[src/rtl/uart_pkg.sv]
`default_nettype none
// ============================================================================
//  Module      : uart_pkg
//  Description : State encoding for the string sequencer and baud-select
//                codes shared with uart_byte_tx.
//  Revision    : 1.0
// ============================================================================
package uart_pkg;

    localparam logic [2:0] c_ST_IDLE = 3'd0;
    localparam logic [2:0] c_ST_SEND = 3'd1;
    localparam logic [2:0] c_ST_WAIT = 3'd2;
    localparam logic [2:0] c_ST_GAP  = 3'd3;
    localparam logic [2:0] c_ST_DONE = 3'd4;

    localparam logic [2:0] c_BAUD_9600   = 3'd0;
    localparam logic [2:0] c_BAUD_19200  = 3'd1;
    localparam logic [2:0] c_BAUD_38400  = 3'd2;
    localparam logic [2:0] c_BAUD_57600  = 3'd3;
    localparam logic [2:0] c_BAUD_115200 = 3'd4;

endpackage
`default_nettype wire

[src/rtl/str_buf.sv]
`default_nettype none
// ============================================================================
//  Module      : str_buf
//  Description : MAX_LEN x 8 register file, synchronous write, async read.
//  Revision    : 1.0
// ============================================================================
module str_buf #(
    parameter int MAX_LEN = 16,
    parameter int AW      = 4
) (
    input  logic          clk,
    input  logic          i_we,
    input  logic [AW-1:0] i_waddr,
    input  logic [7:0]    i_wdata,
    input  logic [AW-1:0] i_raddr,
    output logic [7:0]    o_rdata
);

    logic [7:0] r_mem [MAX_LEN];

    always_ff @(posedge clk) begin
        if (i_we) begin
            r_mem[i_waddr] <= i_wdata;
        end
    end

    assign o_rdata = r_mem[i_raddr];

endmodule
`default_nettype wire

[src/rtl/uart_str_tx_ctrl.sv]
`default_nettype none
// ============================================================================
//  Module      : uart_str_tx_ctrl
//  Description : Feeds a buffered byte string to uart_byte_tx one byte at a
//                time, with optional idle gap, abort and completion pulse.
//  Revision    : 1.0
// ============================================================================
module uart_str_tx_ctrl
    import uart_pkg::*;
#(
    parameter int MAX_LEN    = 16,
    parameter int AW         = 4,
    parameter int LW         = 5,
    parameter int GAP_CYCLES = 0
) (
    input  logic          clk,
    input  logic          rst_n,
    input  logic          wr_en,
    input  logic [AW-1:0] wr_addr,
    input  logic [7:0]    wr_data,
    input  logic [LW-1:0] str_len,
    input  logic [2:0]    baud_in,
    input  logic          start,
    input  logic          abort,
    output logic          busy,
    output logic          str_done,
    output logic          len_err,
    output logic [7:0]    data_byte,
    output logic          send_en,
    output logic [2:0]    baud_set,
    input  logic          tx_done,
    input  logic          uart_state
);

    localparam int              c_GW       = (GAP_CYCLES > 1) ? $clog2(GAP_CYCLES) : 1;
    localparam logic [c_GW-1:0] c_GAP_LAST = c_GW'((GAP_CYCLES > 0) ? GAP_CYCLES - 1 : 0);
    localparam logic [LW-1:0]   c_MAX_LEN  = LW'(MAX_LEN);

    logic [2:0]      r_state;
    logic [AW-1:0]   r_idx;
    logic [LW-1:0]   r_len;
    logic [c_GW-1:0] r_gap_cnt;
    logic            r_abort_pend;
    logic            r_busy;
    logic            r_str_done;
    logic            r_len_err;
    logic            r_send_en;
    logic [7:0]      r_data_byte;
    logic [2:0]      r_baud_set;

    logic [2:0]      w_state_nxt;
    logic [AW-1:0]   w_idx_nxt;
    logic [LW-1:0]   w_len_nxt;
    logic [c_GW-1:0] w_gap_nxt;
    logic            w_abort_nxt;
    logic            w_busy_nxt;
    logic            w_str_done_nxt;
    logic            w_len_err_nxt;
    logic            w_send_en_nxt;
    logic [7:0]      w_data_nxt;
    logic [2:0]      w_baud_nxt;

    logic            w_len_ok;
    logic            w_start_ok;
    logic            w_last;
    logic            w_abort_any;
    logic [7:0]      w_buf_rdata;

    str_buf #(
        .MAX_LEN (MAX_LEN),
        .AW      (AW)
    ) u_str_buf (
        .clk     (clk),
        .i_we    (wr_en && !r_busy),
        .i_waddr (wr_addr),
        .i_wdata (wr_data),
        .i_raddr (r_idx),
        .o_rdata (w_buf_rdata)
    );

    assign w_len_ok    = (str_len != '0) && (str_len <= c_MAX_LEN);
    // A start landing on the str_done cycle is dropped; the host must re-issue it.
    assign w_start_ok  = start && !r_str_done;
    assign w_last      = ({1'b0, r_idx} == (r_len - LW'(1)));
    assign w_abort_any = abort || r_abort_pend;

    always_ff @(posedge clk) begin
        if (!rst_n) begin
            r_state      <= c_ST_IDLE;
            r_idx        <= '0;
            r_len        <= '0;
            r_gap_cnt    <= '0;
            r_abort_pend <= 1'b0;
            r_busy       <= 1'b0;
            r_str_done   <= 1'b0;
            r_len_err    <= 1'b0;
            r_send_en    <= 1'b0;
            r_data_byte  <= 8'h00;
            r_baud_set   <= 3'd0;
        end else begin
            r_state      <= w_state_nxt;
            r_idx        <= w_idx_nxt;
            r_len        <= w_len_nxt;
            r_gap_cnt    <= w_gap_nxt;
            r_abort_pend <= w_abort_nxt;
            r_busy       <= w_busy_nxt;
            r_str_done   <= w_str_done_nxt;
            r_len_err    <= w_len_err_nxt;
            r_send_en    <= w_send_en_nxt;
            r_data_byte  <= w_data_nxt;
            r_baud_set   <= w_baud_nxt;
        end
    end

    always_comb begin
        w_state_nxt = r_state;
        case (r_state)
            c_ST_IDLE: begin
                if (w_start_ok && w_len_ok) w_state_nxt = c_ST_SEND;
            end
            c_ST_SEND: begin
                if (w_abort_any)      w_state_nxt = c_ST_DONE;
                else if (!uart_state) w_state_nxt = c_ST_WAIT;
            end
            c_ST_WAIT: begin
                if (tx_done) begin
                    if (w_abort_any || w_last) w_state_nxt = c_ST_DONE;
                    else if (GAP_CYCLES == 0)  w_state_nxt = c_ST_SEND;
                    else                       w_state_nxt = c_ST_GAP;
                end
            end
            c_ST_GAP: begin
                if (w_abort_any)                  w_state_nxt = c_ST_DONE;
                else if (r_gap_cnt == c_GAP_LAST) w_state_nxt = c_ST_SEND;
            end
            c_ST_DONE: w_state_nxt = c_ST_IDLE;
            default:   w_state_nxt = c_ST_IDLE;
        endcase
    end

    always_comb begin
        w_idx_nxt      = r_idx;
        w_len_nxt      = r_len;
        w_gap_nxt      = r_gap_cnt;
        w_abort_nxt    = r_abort_pend;
        w_busy_nxt     = r_busy;
        w_str_done_nxt = 1'b0;
        w_len_err_nxt  = 1'b0;
        w_send_en_nxt  = 1'b0;
        w_data_nxt     = r_data_byte;
        w_baud_nxt     = r_baud_set;

        if (r_state != c_ST_IDLE && abort) w_abort_nxt = 1'b1;

        case (r_state)
            c_ST_IDLE: begin
                if (w_start_ok) begin
                    if (w_len_ok) begin
                        w_len_nxt  = str_len;
                        w_baud_nxt = baud_in;
                        w_idx_nxt  = '0;
                        w_gap_nxt  = '0;
                        w_busy_nxt = 1'b1;
                    end else begin
                        w_len_err_nxt = 1'b1;
                    end
                end
            end
            c_ST_SEND: begin
                if (!w_abort_any && !uart_state) begin
                    w_send_en_nxt = 1'b1;
                    w_data_nxt    = w_buf_rdata;
                end
            end
            c_ST_WAIT: begin
                if (tx_done && !w_abort_any && !w_last) begin
                    w_idx_nxt = r_idx + AW'(1);
                    w_gap_nxt = '0;
                end
            end
            c_ST_GAP: begin
                if (!w_abort_any) begin
                    w_gap_nxt = (r_gap_cnt == c_GAP_LAST) ? '0 : r_gap_cnt + c_GW'(1);
                end
            end
            c_ST_DONE: begin
                w_str_done_nxt = 1'b1;
                w_busy_nxt     = 1'b0;
                w_abort_nxt    = 1'b0;
            end
            default: ;
        endcase
    end

    assign busy      = r_busy;
    assign str_done  = r_str_done;
    assign len_err   = r_len_err;
    assign data_byte = r_data_byte;
    assign send_en   = r_send_en;
    assign baud_set  = r_baud_set;

endmodule
`default_nettype wire

[config.mk]
export PLATFORM = sky130hd
export DESIGN_NAME = uart_str_tx_ctrl
export DESIGN_NICKNAME = d
export VERILOG_FILES = /design/src/rtl/uart_pkg.sv /design/src/rtl/str_buf.sv /design/src/rtl/uart_str_tx_ctrl.sv
export SDC_FILE = /design/constraint.sdc
export NUM_CORES = 1
export LEC_CHECK = 0
export CORE_MARGIN = 10
export CORE_UTILIZATION = 50
export CTS_CLUSTER_DIAMETER = 30
export DETAILED_ROUTE_END_ITERATION = 8
export PLACE_DENSITY = 0.74
export SETUP_SLACK_MARGIN = 0.05
export SYNTH_ARGS = -nofsm -noshare
export SYNTH_HDL_FRONTEND = slang
export SYNTH_SLANG_ARGS = --single-unit
[constraint.sdc]
create_clock -name clk -period 2.87 [get_ports clk]
set_clock_uncertainty 0.15 [all_clocks]
set_input_delay 0.861 -clock clk [delete_from_list [all_inputs] [get_ports clk]]
set_output_delay 0.861 -clock clk [all_outputs]
set_load 0.005 [all_outputs]
* Yosys cells after proc, flatten, opt, wreduce, memory -nomap -nowiden
Memory sizes are Yosys's and may differ from the RTL's. A register that Yosys moved wholly into a read port is not among the register bits.
Index checks and enable logic that the tools add are counted.
** Storage, ports and cells
- Flip-flop bits (word level) :: 21
- Logic and storage cells :: 86
- Bits of input ports :: 27
- Memories kept :: 1
- RAM bits :: 128
- Output and inout port bits :: 15
** Memory list
- u_str_buf.r_mem :: depth 16, width 8, read ports 1, clocked after Yosys merged registers in 1, write ports 1, line str_buf.sv:19 : logic [7:0] r_mem [MAX_LEN];
** Operators by class
- Reductions and logical operators :: 31
- $lt $le $gt $ge :: 1
- Bitwise gates (word level) :: 1
- $add $sub $neg :: 3
- Eq/ne operators :: 13
- Mux-type cells :: 26
** Operators with widths (count)
- 2-to-1 mux 3 bit :: 7
- 2-to-1 mux 1 bit :: 12
- 2-to-1 mux 4 bit :: 3
- inequality test 2 bit, second input constant :: 6
- one-hot mux 3 bit (4 select lines) :: 1
- AND reduction 3 bit :: 3
- logical AND 1 bit :: 8
- one-hot mux 4 bit (2 select lines) :: 1
- AND reduction 4 bit :: 2
- == test 3 x 2 -> 1 bit, second input constant :: 2
- logical NOT 1 bit :: 6
- inequality test 3 bit, second input constant :: 2
- nonzero test 3 bit :: 2
- == test 4 x 5 -> 1 bit :: 1
- <= comparator 5 bit, second input constant :: 1
- AND reduction 5 bit :: 1
- nonzero test 5 bit :: 1
- subtractor 5 x 1 -> 5 bit, second input constant :: 1
- adder 4 x 1 -> 4 bit, second input constant :: 1
- AND reduction 2 bit :: 2
- nonzero test 2 bit :: 2
- == test 3 x 1 -> 1 bit, second input constant :: 1
- == test 3 bit, second input constant :: 1
- logical NOT 3 bit :: 1
- other kinds (6) :: 7

* Depth between registers and ports, before layout
Gate-level depths: netlist of the first run.
- Word-level depth :: 6
- Depth in mapped cells :: 8
- Mapped depth without buffers :: 7

* By module
A second synthesis of the first run with hierarchy kept.
** Second synthesis, totals
- Cell total of the unflattened synthesis :: 355
- Area total of the unflattened synthesis :: 6252.2 um^2
** Modules (own cells, without submodules)
- str_buf :: cells each 221, instances 1, area an instance 4987.3 um^2, sequential area each 3843.7 um^2
- uart_str_tx_ctrl :: cells each 134, instances 1, area an instance 1265.0 um^2, sequential area each 560.5 um^2

* Worst setup path after synthesis of the first run
OpenSTA, ideal clock, no wires.
- Path kind :: input -> register
- Start point :: input port wr_en
- End point :: memory u_str_buf.r_mem[4][0] (enable)
- Buffers on the path :: 0
- Required time :: 2337 ps
- Setup slack :: 324 ps
- Data arrival time :: 2012 ps
- Setup time :: 383 ps
- Stages on the path :: 3
- Path through :: nand2b_1 -> or3b_2 -> nor3_1
** On the way
- Cells in the longest elaborated chain, start to end :: 3
** RTL lines
- start, declared :: line uart_str_tx_ctrl.sv:18 : input logic wr_en,
- logical AND 1 bit :: line uart_str_tx_ctrl.sv:74 : .i_we (wr_en && !r_busy),
- 2-to-1 mux 1 bit :: line str_buf.sv:22 : if (i_we) begin
- 2-to-1 mux 1 bit (not written as such) :: line str_buf.sv:23 : r_mem[i_waddr] <= i_wdata;
- end, declared :: line str_buf.sv:19
No other way between the ends.

* Final worst setup path of the first run
- Start point :: register r_busy (netlist: busy)
- End point :: output port busy
** RTL lines
- start, declared :: line uart_str_tx_ctrl.sv:44 : logic r_busy;
- start signal, assigned :: line uart_str_tx_ctrl.sv:106 : r_busy <= w_busy_nxt;
- end, declared :: line uart_str_tx_ctrl.sv:25 : output logic busy,
No word-level cell between the ends.

==> results.toml, run 1 <==
[outcome]
status = "completed"

[floorplan]
fp.dieW_um = 131
placement_rows = 40
die_height_um = 131
total_die_area_um2 = 17300
core_area_um2 = 12100
num_io_pins = 42
floorplan.initialDensity = 0.513

[synthesis]
synth_edf_count = 128
top_area_cells_in_the_synthesized_netlist = "sky130_fd_sc_hd__edfxtp_1 (62%), sky130_fd_sc_hd__mux4_2 (11%), sky130_fd_sc_hd__dfxtp_1 (9.0%), sky130_fd_sc_hd__mux4_1 (4.2%), sky130_fd_sc_hd__nor2_1 (1.8%)"
synth_seq_area_share = 0.709
fraction_of_post_synthesis_cell_area_in_the_top_cell_type_by_area = 0.619
post_synth.cell_area_avg_um2 = 18.3
synth_fa_ha_area_frac = 0.00403
yosys_register_bits = 156
dominant_combinational_cell_family_by_area_after_synthesis = "multiplexers"
post_synth_num_cell_types = 45
synth-compound-area-share = 0.0338
synth_simple_gate_area_frac = 0.0620
synth_async_sr_flop_share = 0
synth.area.mux_share = 0.162
synth-warning-count = 0
postSynthCellCount = 339
synth-xor-area-share = 0.00846
post-synth-top-area-cell = "sky130_fd_sc_hd__edfxtp_1"
yosys_most_used_dff = "sky130_fd_sc_hd__edfxtp_1"
total_nets_after_synthesis = 368
syn-cell-area_um2 = 6210

[final_layout]
layout.nets = 442
design_area_um2 = 7540
area_growth_pct = 21.5
register_area_um2 = 4410
final_cells = 594
multi_input_comb_area_um2 = 1680
post_route_cells_drive_above_1_share = 0.209
nFillCells = 889
antenna_cells_inserted = 0

[sta]
finalHoldViolCount = 0
worst_slew_margin_rel = 0.525
grt_setup_unrepaired = "false"
tightestPinTransition_ns = 0.712
setup-violations-final = 0
post-route-min-period_ns = 2.51
totalNegativeSetupSlack_ns = 0
fin_crit_sh = 0.874
report.final.slew_viol_count = 0
achievable-frequency_mhz = 399

[cts]
cts_root_buffer = "sky130_fd_sc_hd__clkbuf_16"
cts_repair_resize_count = 0
tritoncts.num_buffers = 17
clkLatencyLatePin_ns = 0.42
h-tree-depth = 4
worst_setup_hold_path_clk_slew_ns = 0.06
cts_max_path_buffers = 2
cts.sink_count = 156
postCtsHoldBufs = 0
post_cts.repair.setup_buffers = 0
tritoncts = "yes"

[drt]
postRouteWirelength_um = 12100
final_antenna_net_count = 0
first_iter_violations = 236
avgViaCountPerCell = 5.65
routedWlPerCell_um = 20.4
dr.pass1.iters = 4
routed_via_count = 3358
post-route-drc-count = 0

[worst_setup_path]
slowest_delay_ns = 0.57
timing.critical_path.fanout_max = 4
cp-start-kind = "register"
worst-endpoint-required_ns = 1.86
cpLargestDelayFamily = "buffers and inverters"
slowest_stage = "sky130_fd_sc_hd__clkdlybuf4s50_1"
crit_type = "register to output port"
timing.critical_path.cells = "clkdlybuf4s50_1"
endpoint_kind = "output port"
worstPathBufferInverterCount = 1
worst-endpoint-arrival_ns = 1.50

[flow_run]
maxCapViolCount = 0

[grt]
global_route.usage.total = 0.145
grt_start_max_net_pins = 35
antenna_found_initial = 0
first_pass_grt_wire_length_um = 19300
first_global_vias = 3472
globalRoute.totalOverflow = 0

[place]
number_of_buffers_added_on_ports = 41
dp_cells = 562
placed_cell_area_um2 = 6980
detailed_place_hpwl_um = 7730
gp_congestion = 0.850

[pwr]
max-vdd-ir-drop_v = 0.000453
p_leak_nw = 2.52
cellPowerDensity_nw_per_um2 = 642

[worst_hold_path]
class_of_the_tightest_hold_or_removal_check = "register to register"
==> cells in the final DEF, fill, tap and decap left out, drive strengths merged, types with 2 or more instances in the layout <==
cell and n:
nor3 9, nand2 11, ha 2, inv 10, o211ai 2, o21ai 2, mux4 40, dfxtp 28
a21oi 5, mux2i 7, clkinvlp 2, or3b 2, clkbuf 18, nand4b 3, nand3 3, nand2b 5
xor2 4, o2bb2ai 8, buf 27, xnor2 2, or3 2, clkdlybuf4s50 41, nand3b 4, edfxtp 128
nor4 3, o211a 2, clkinv 13, nor2 29
==> cell families (layout without fill, tap and decap cells) <==
logic type                 count (synthesis)  count (layout)
muxes                                     47              47
and+or+nand+nor                           76              76
AOI/OAI and AO/OA                         27              27
DFF                                      156             156
xor gates and xnor gates                   6               6
adders and majority gates                  2               2
buffers and inverters                     25             112
==> registers in the layout, indices dropped and copies added, names as in the netlist <==
name             cells
busy                 1
send_en              1
r_idx                4
baud_set             3
data_byte            8
len_err              1
r_len                5
str_done             1
r_state              3
u_str_buf.r_mem    128
r_abort_pend         1
==> layout make-up <==
class                           count  area share
Timing Repair Buffer               68      0.0846
Sequential cell                   156       0.584
Inverter                           12     0.00597
Tap cell                          168      0.0279
Multi-Input combinational cell    158       0.223
Clock inverter                     14      0.0179
Clock buffer                       18      0.0569
==> synthesized netlist by cell type (all sizes together) (2+ instances only) <==
cell	count
edfxtp	128
mux4	40
nor2	29
dfxtp	28
nand2	11
nor3	9
buf	8
clkinv	8
o2bb2ai	8
mux2i	7
a21oi	5
clkbuf	5
nand2b	5
inv	4
nand3b	4
xor2	4
nand3	3
nand4b	3
nor4	3
ha	2
o211a	2
o211ai	2
o21ai	2
or3	2
or3b	2
xnor2	2
==> report_power, final <==
part	switching [W]	internal [W]	total, W	leakage, nW
Combinational	0.000110	0.000106	0.000216	0.861
Clock	0.000908	0.00121	0.00212	0.272
Sequential	0.0000235	0.00249	0.00251	1.38
Total	0.00104	0.00380	0.00485	2.52
==> per-stage QoR <==
step	setup WS, ns	utilization	power (W)	hold slack (ns)
6_report	0.363	0.623	0.00485	0.321
5_1_grt	0.241	0.623	0.00501	0.338
4_1_cts	0.346	0.623	0.00488	0.320
3_5_place_dp	-0.0465	0.576	0.00277	0.301
3_3_place_gp	0.0234	0.576	0.00276	0.301
2_1_floorplan	0.324	-	0.00265	0.306
==> per-layer routing <==
metal / wire (um) / GRT usage
met1: 5370 / 0.189
met2: 5810 / 0.218
met3: 721 / 0.0499
met4: 199 / 0.0581
met5: 0 / 0
==> path summary, 6_finish.rpt <==
check | startpoint | end | slack, ns | cells after the start
worst max-delay path | busy$_SDFFE_PN0P_ | busy | 0.36 | 1
worst min-delay path | data_byte[7]$_SDFFE_PN0P_ | data_byte[7]$_SDFFE_PN0P_ | 0.32 | 1
worst max register to register | r_idx[2]$_SDFFE_PN0P_ | r_idx[2]$_SDFFE_PN0P_ | 0.59 | 4
worst min register to register | data_byte[7]$_SDFFE_PN0P_ | data_byte[7]$_SDFFE_PN0P_ | 0.32 | 1
Power figures use the tool's default switching activity.
==> inputs of run 2 (changes only) <==
--- a/config.mk
+++ b/config.mk
@@ -14,3 +14,4 @@
 export SYNTH_ARGS = -nofsm -noshare
 export SYNTH_HDL_FRONTEND = slang
 export SYNTH_SLANG_ARGS = --single-unit
+export TNS_END_PERCENT = 50
==> results of run 2 <==
The final DEF is identical to that of run 1; final timing and power are the same.
==> inputs of run 3 (changes only) <==
--- a/config.mk
+++ b/config.mk
@@ -5,6 +5,7 @@
 export SDC_FILE = /design/constraint.sdc
 export NUM_CORES = 1
 export LEC_CHECK = 0
+export CORE_ASPECT_RATIO = 1.4
 export CORE_MARGIN = 10
 export CORE_UTILIZATION = 50
 export CTS_CLUSTER_DIAMETER = 30
==> run 3 against run 2 <==
Compared with the run above:
- sequential power about the same
- setup slack got worse by 0.10 ns
- sequential cell count unchanged
- register-to-register slack got worse by 0.17 ns
- non-clock buffer count increased by 3
- critical path depth increased by 6
- critical path type is now input port to register
- critical endpoint is now r_state[0]$_SDFFE_PN0P_
- largest power group unchanged
- highest routed layer unchanged
==> results.toml, run 3 (synthesized netlist as in run 1, its figures left out) <==
[cts]
h-tree-depth = 4
cts_root_buffer = "sky130_fd_sc_hd__clkbuf_16"
worst_setup_hold_path_clk_slew_ns = 0.06
cts_max_path_buffers = 2
tritoncts.num_buffers = 17
clkLatencyLatePin_ns = 0.42
postCtsHoldBufs = 0
cts.sink_count = 156
tritoncts = "yes"

[drt]
post-route-drc-count = 0
final_antenna_net_count = 0
dr.pass1.iters = 4
routed_via_count = 3418
postRouteWirelength_um = 12400
avgViaCountPerCell = 5.91
first_iter_violations = 261
routedWlPerCell_um = 21.4

[worst_setup_path]
crit_type = "input port to register"
worstPathBufferInverterCount = 2
regToRegEndpoint = "data_byte[0]$_SDFFE_PN0P_"
worst-endpoint-arrival_ns = 2.83
endpoint_kind = "register"
timing.critical_path.fanout_max = 2
reg2reg_depth = 5
timing.critical_path.cells = "clkdlybuf4s50_1, nor4_1, buf_4, xnor2_1, nand3b_1, a2111oi_1, a41o_1"
r2r-start = "r_idx[0]$_SDFFE_PN0P_"
cp-start-kind = "input port"
worst-endpoint-required_ns = 3.09
worstSetupPathDepth = 7
ff2ff_setup_slack_ns = 0.42
slowest_delay_ns = 0.49
slowest_stage = "sky130_fd_sc_hd__a2111oi_1"
cpLargestDelayFamily = "compound AO/OA/AOI/OAI gates"

[final_layout]
design_area_um2 = 7550
antenna_cells_inserted = 0
regMostFlops = "u_str_buf.r_mem"
post_route_cells_drive_above_1_share = 0.208
final_common_cell = "sky130_fd_sc_hd__edfxtp_1"
layout.nets = 445
layout_common_cells = "sky130_fd_sc_hd__edfxtp_1 (128), sky130_fd_sc_hd__clkdlybuf4s50_1 (41), sky130_fd_sc_hd__mux4_2 (30), sky130_fd_sc_hd__nor2_1 (29), sky130_fd_sc_hd__buf_4 (29)"
area_growth_pct = 21.5
largest_register_ffs = 128
final_cells = 578

[grt]
antenna_found_initial = 0
grt.met2_usage = 0.251
first_global_vias = 3715
globalRoute.totalOverflow = 0
top_usage_layer = "met2"
first_pass_grt_wire_length_um = 20300
global_route.usage.total = 0.152
grt_start_max_net_pins = 18
grt_util_met3 = 0.0512
grtUsageMet1 = 0.172

[floorplan]
total_die_area_um2 = 17300
fp.dieW_um = 114
floorplan.initialDensity = 0.507
core_area_um2 = 12300
placement_rows = 48
num_io_pins = 42
die_height_um = 152

[sta]
report.final.slew_viol_count = 0
post-route-min-period_ns = 2.61
setup-violations-final = 0
tightestPinTransition_ns = 0.754
finalHoldViolCount = 0
grt_setup_unrepaired = "false"
fin_crit_sh = 0.910
achievable-frequency_mhz = 383
worst_slew_margin_rel = 0.497

[pwr]
max-vdd-ir-drop_v = 0.000514
p_leak_nw = 2.53
cellPowerDensity_nw_per_um2 = 652

[worst_hold_path]
hold-path-endpoint = "data_byte[3]$_SDFFE_PN0P_"
class_of_the_tightest_hold_or_removal_check = "register to register"
worstHoldPathCells = 1
worst_hold_start = "data_byte[3]$_SDFFE_PN0P_"

[place]
detailed_place_hpwl_um = 8370
placed_cell_area_um2 = 6970
dp_cells = 547
gp_congestion = 0.842
number_of_buffers_added_on_ports = 41

[outcome]
status = "completed"

[flow_run]
maxCapViolCount = 0
[run 3: cell count changes in the layout (fill, tap and decap cells not counted)]
cell | previous run | this run
sky130_fd_sc_hd__clkinv_4 | 3 | 1
sky130_fd_sc_hd__buf_4 | 25 | 29
sky130_fd_sc_hd__buf_12 | 2 | 1
sky130_fd_sc_hd__a2111oi_1 | 0 | 1
sky130_fd_sc_hd__clkinvlp_4 | 2 | 3
sky130_fd_sc_hd__clkinv_1 | 9 | 10
sky130_fd_sc_hd__bufinv_16 | 1 | 3
sky130_fd_sc_hd__inv_8 | 1 | 0
sky130_fd_sc_hd__a2111oi_0 | 1 | 0
sky130_fd_sc_hd__clkbuf_1 | 1 | 2
sky130_fd_sc_hd__clkinv_2 | 1 | 2
sky130_fd_sc_hd__inv_6 | 5 | 1
[run 3: per-stage QoR]
| step | util | power, W | hold slack (ns) | TNS (ns) | setup WS, ns |
|---|---|---|---|---|---|
| floorplan | - | 0.00265 | 0.306 | 0 | 0.324 |
| detailed placement | 0.569 | 0.00278 | 0.302 | -1.43 | -0.225 |
| global route | 0.616 | 0.00508 | 0.345 | 0 | 0.137 |
| CTS | 0.616 | 0.00497 | 0.318 | 0 | 0.206 |
| global placement | 0.569 | 0.00276 | 0.302 | -0.694 | -0.127 |
| finish | 0.616 | 0.00492 | 0.313 | 0 | 0.259 |
[run 3: layout make-up]
class                           count  area [um2]
Fill cell                         868        4700
Sequential cell                   156        4410
Multi-Input combinational cell    158        1680
Timing Repair Buffer               71         648
Clock buffer                       19         433
Tap cell                          150         188
Clock inverter                     12         148
Inverter                           12        45.0
[run 3: report_power, final]
part | total (W) | internal (W) | switching (W)
logic | 0.000217 | 0.000107 | 0.000110
registers | 0.00251 | 0.00249 | 0.0000234
clock network | 0.00220 | 0.00135 | 0.000841
total | 0.00492 | 0.00395 | 0.000974
[run 3: what timing repair did]
item,4_1_cts,5_1_grt
endpoints found under the setup margin,0,1
resized for setup,0,1
setup buffers,0,0
[run 3: how the worst max path moves through the flow]
stage	startpoint	endpoint
floorplan	wr_en	u_str_buf.r_mem[4][0]$_DFFE_PP_
global placement	str_len[0]	r_state[0]$_SDFFE_PN0P_
detailed placement	str_len[0]	r_state[0]$_SDFFE_PN0P_
CTS	str_len[0]	r_state[0]$_SDFFE_PN0P_
global route	str_len[0]	r_state[2]$_SDFFE_PN0P_
finish	str_len[0]	r_state[0]$_SDFFE_PN0P_
[run 3: metal layers]
metal | share of wire | wire length, um | vias up
met3 | 0.070 | 867 | 20
met4 | 0.024 | 303 | 0
met5 | 0 | 0 | -
met2 | 0.53 | 6620 | 132
met1 | 0.37 | 4600 | 1735
li1 | - | - | 1531
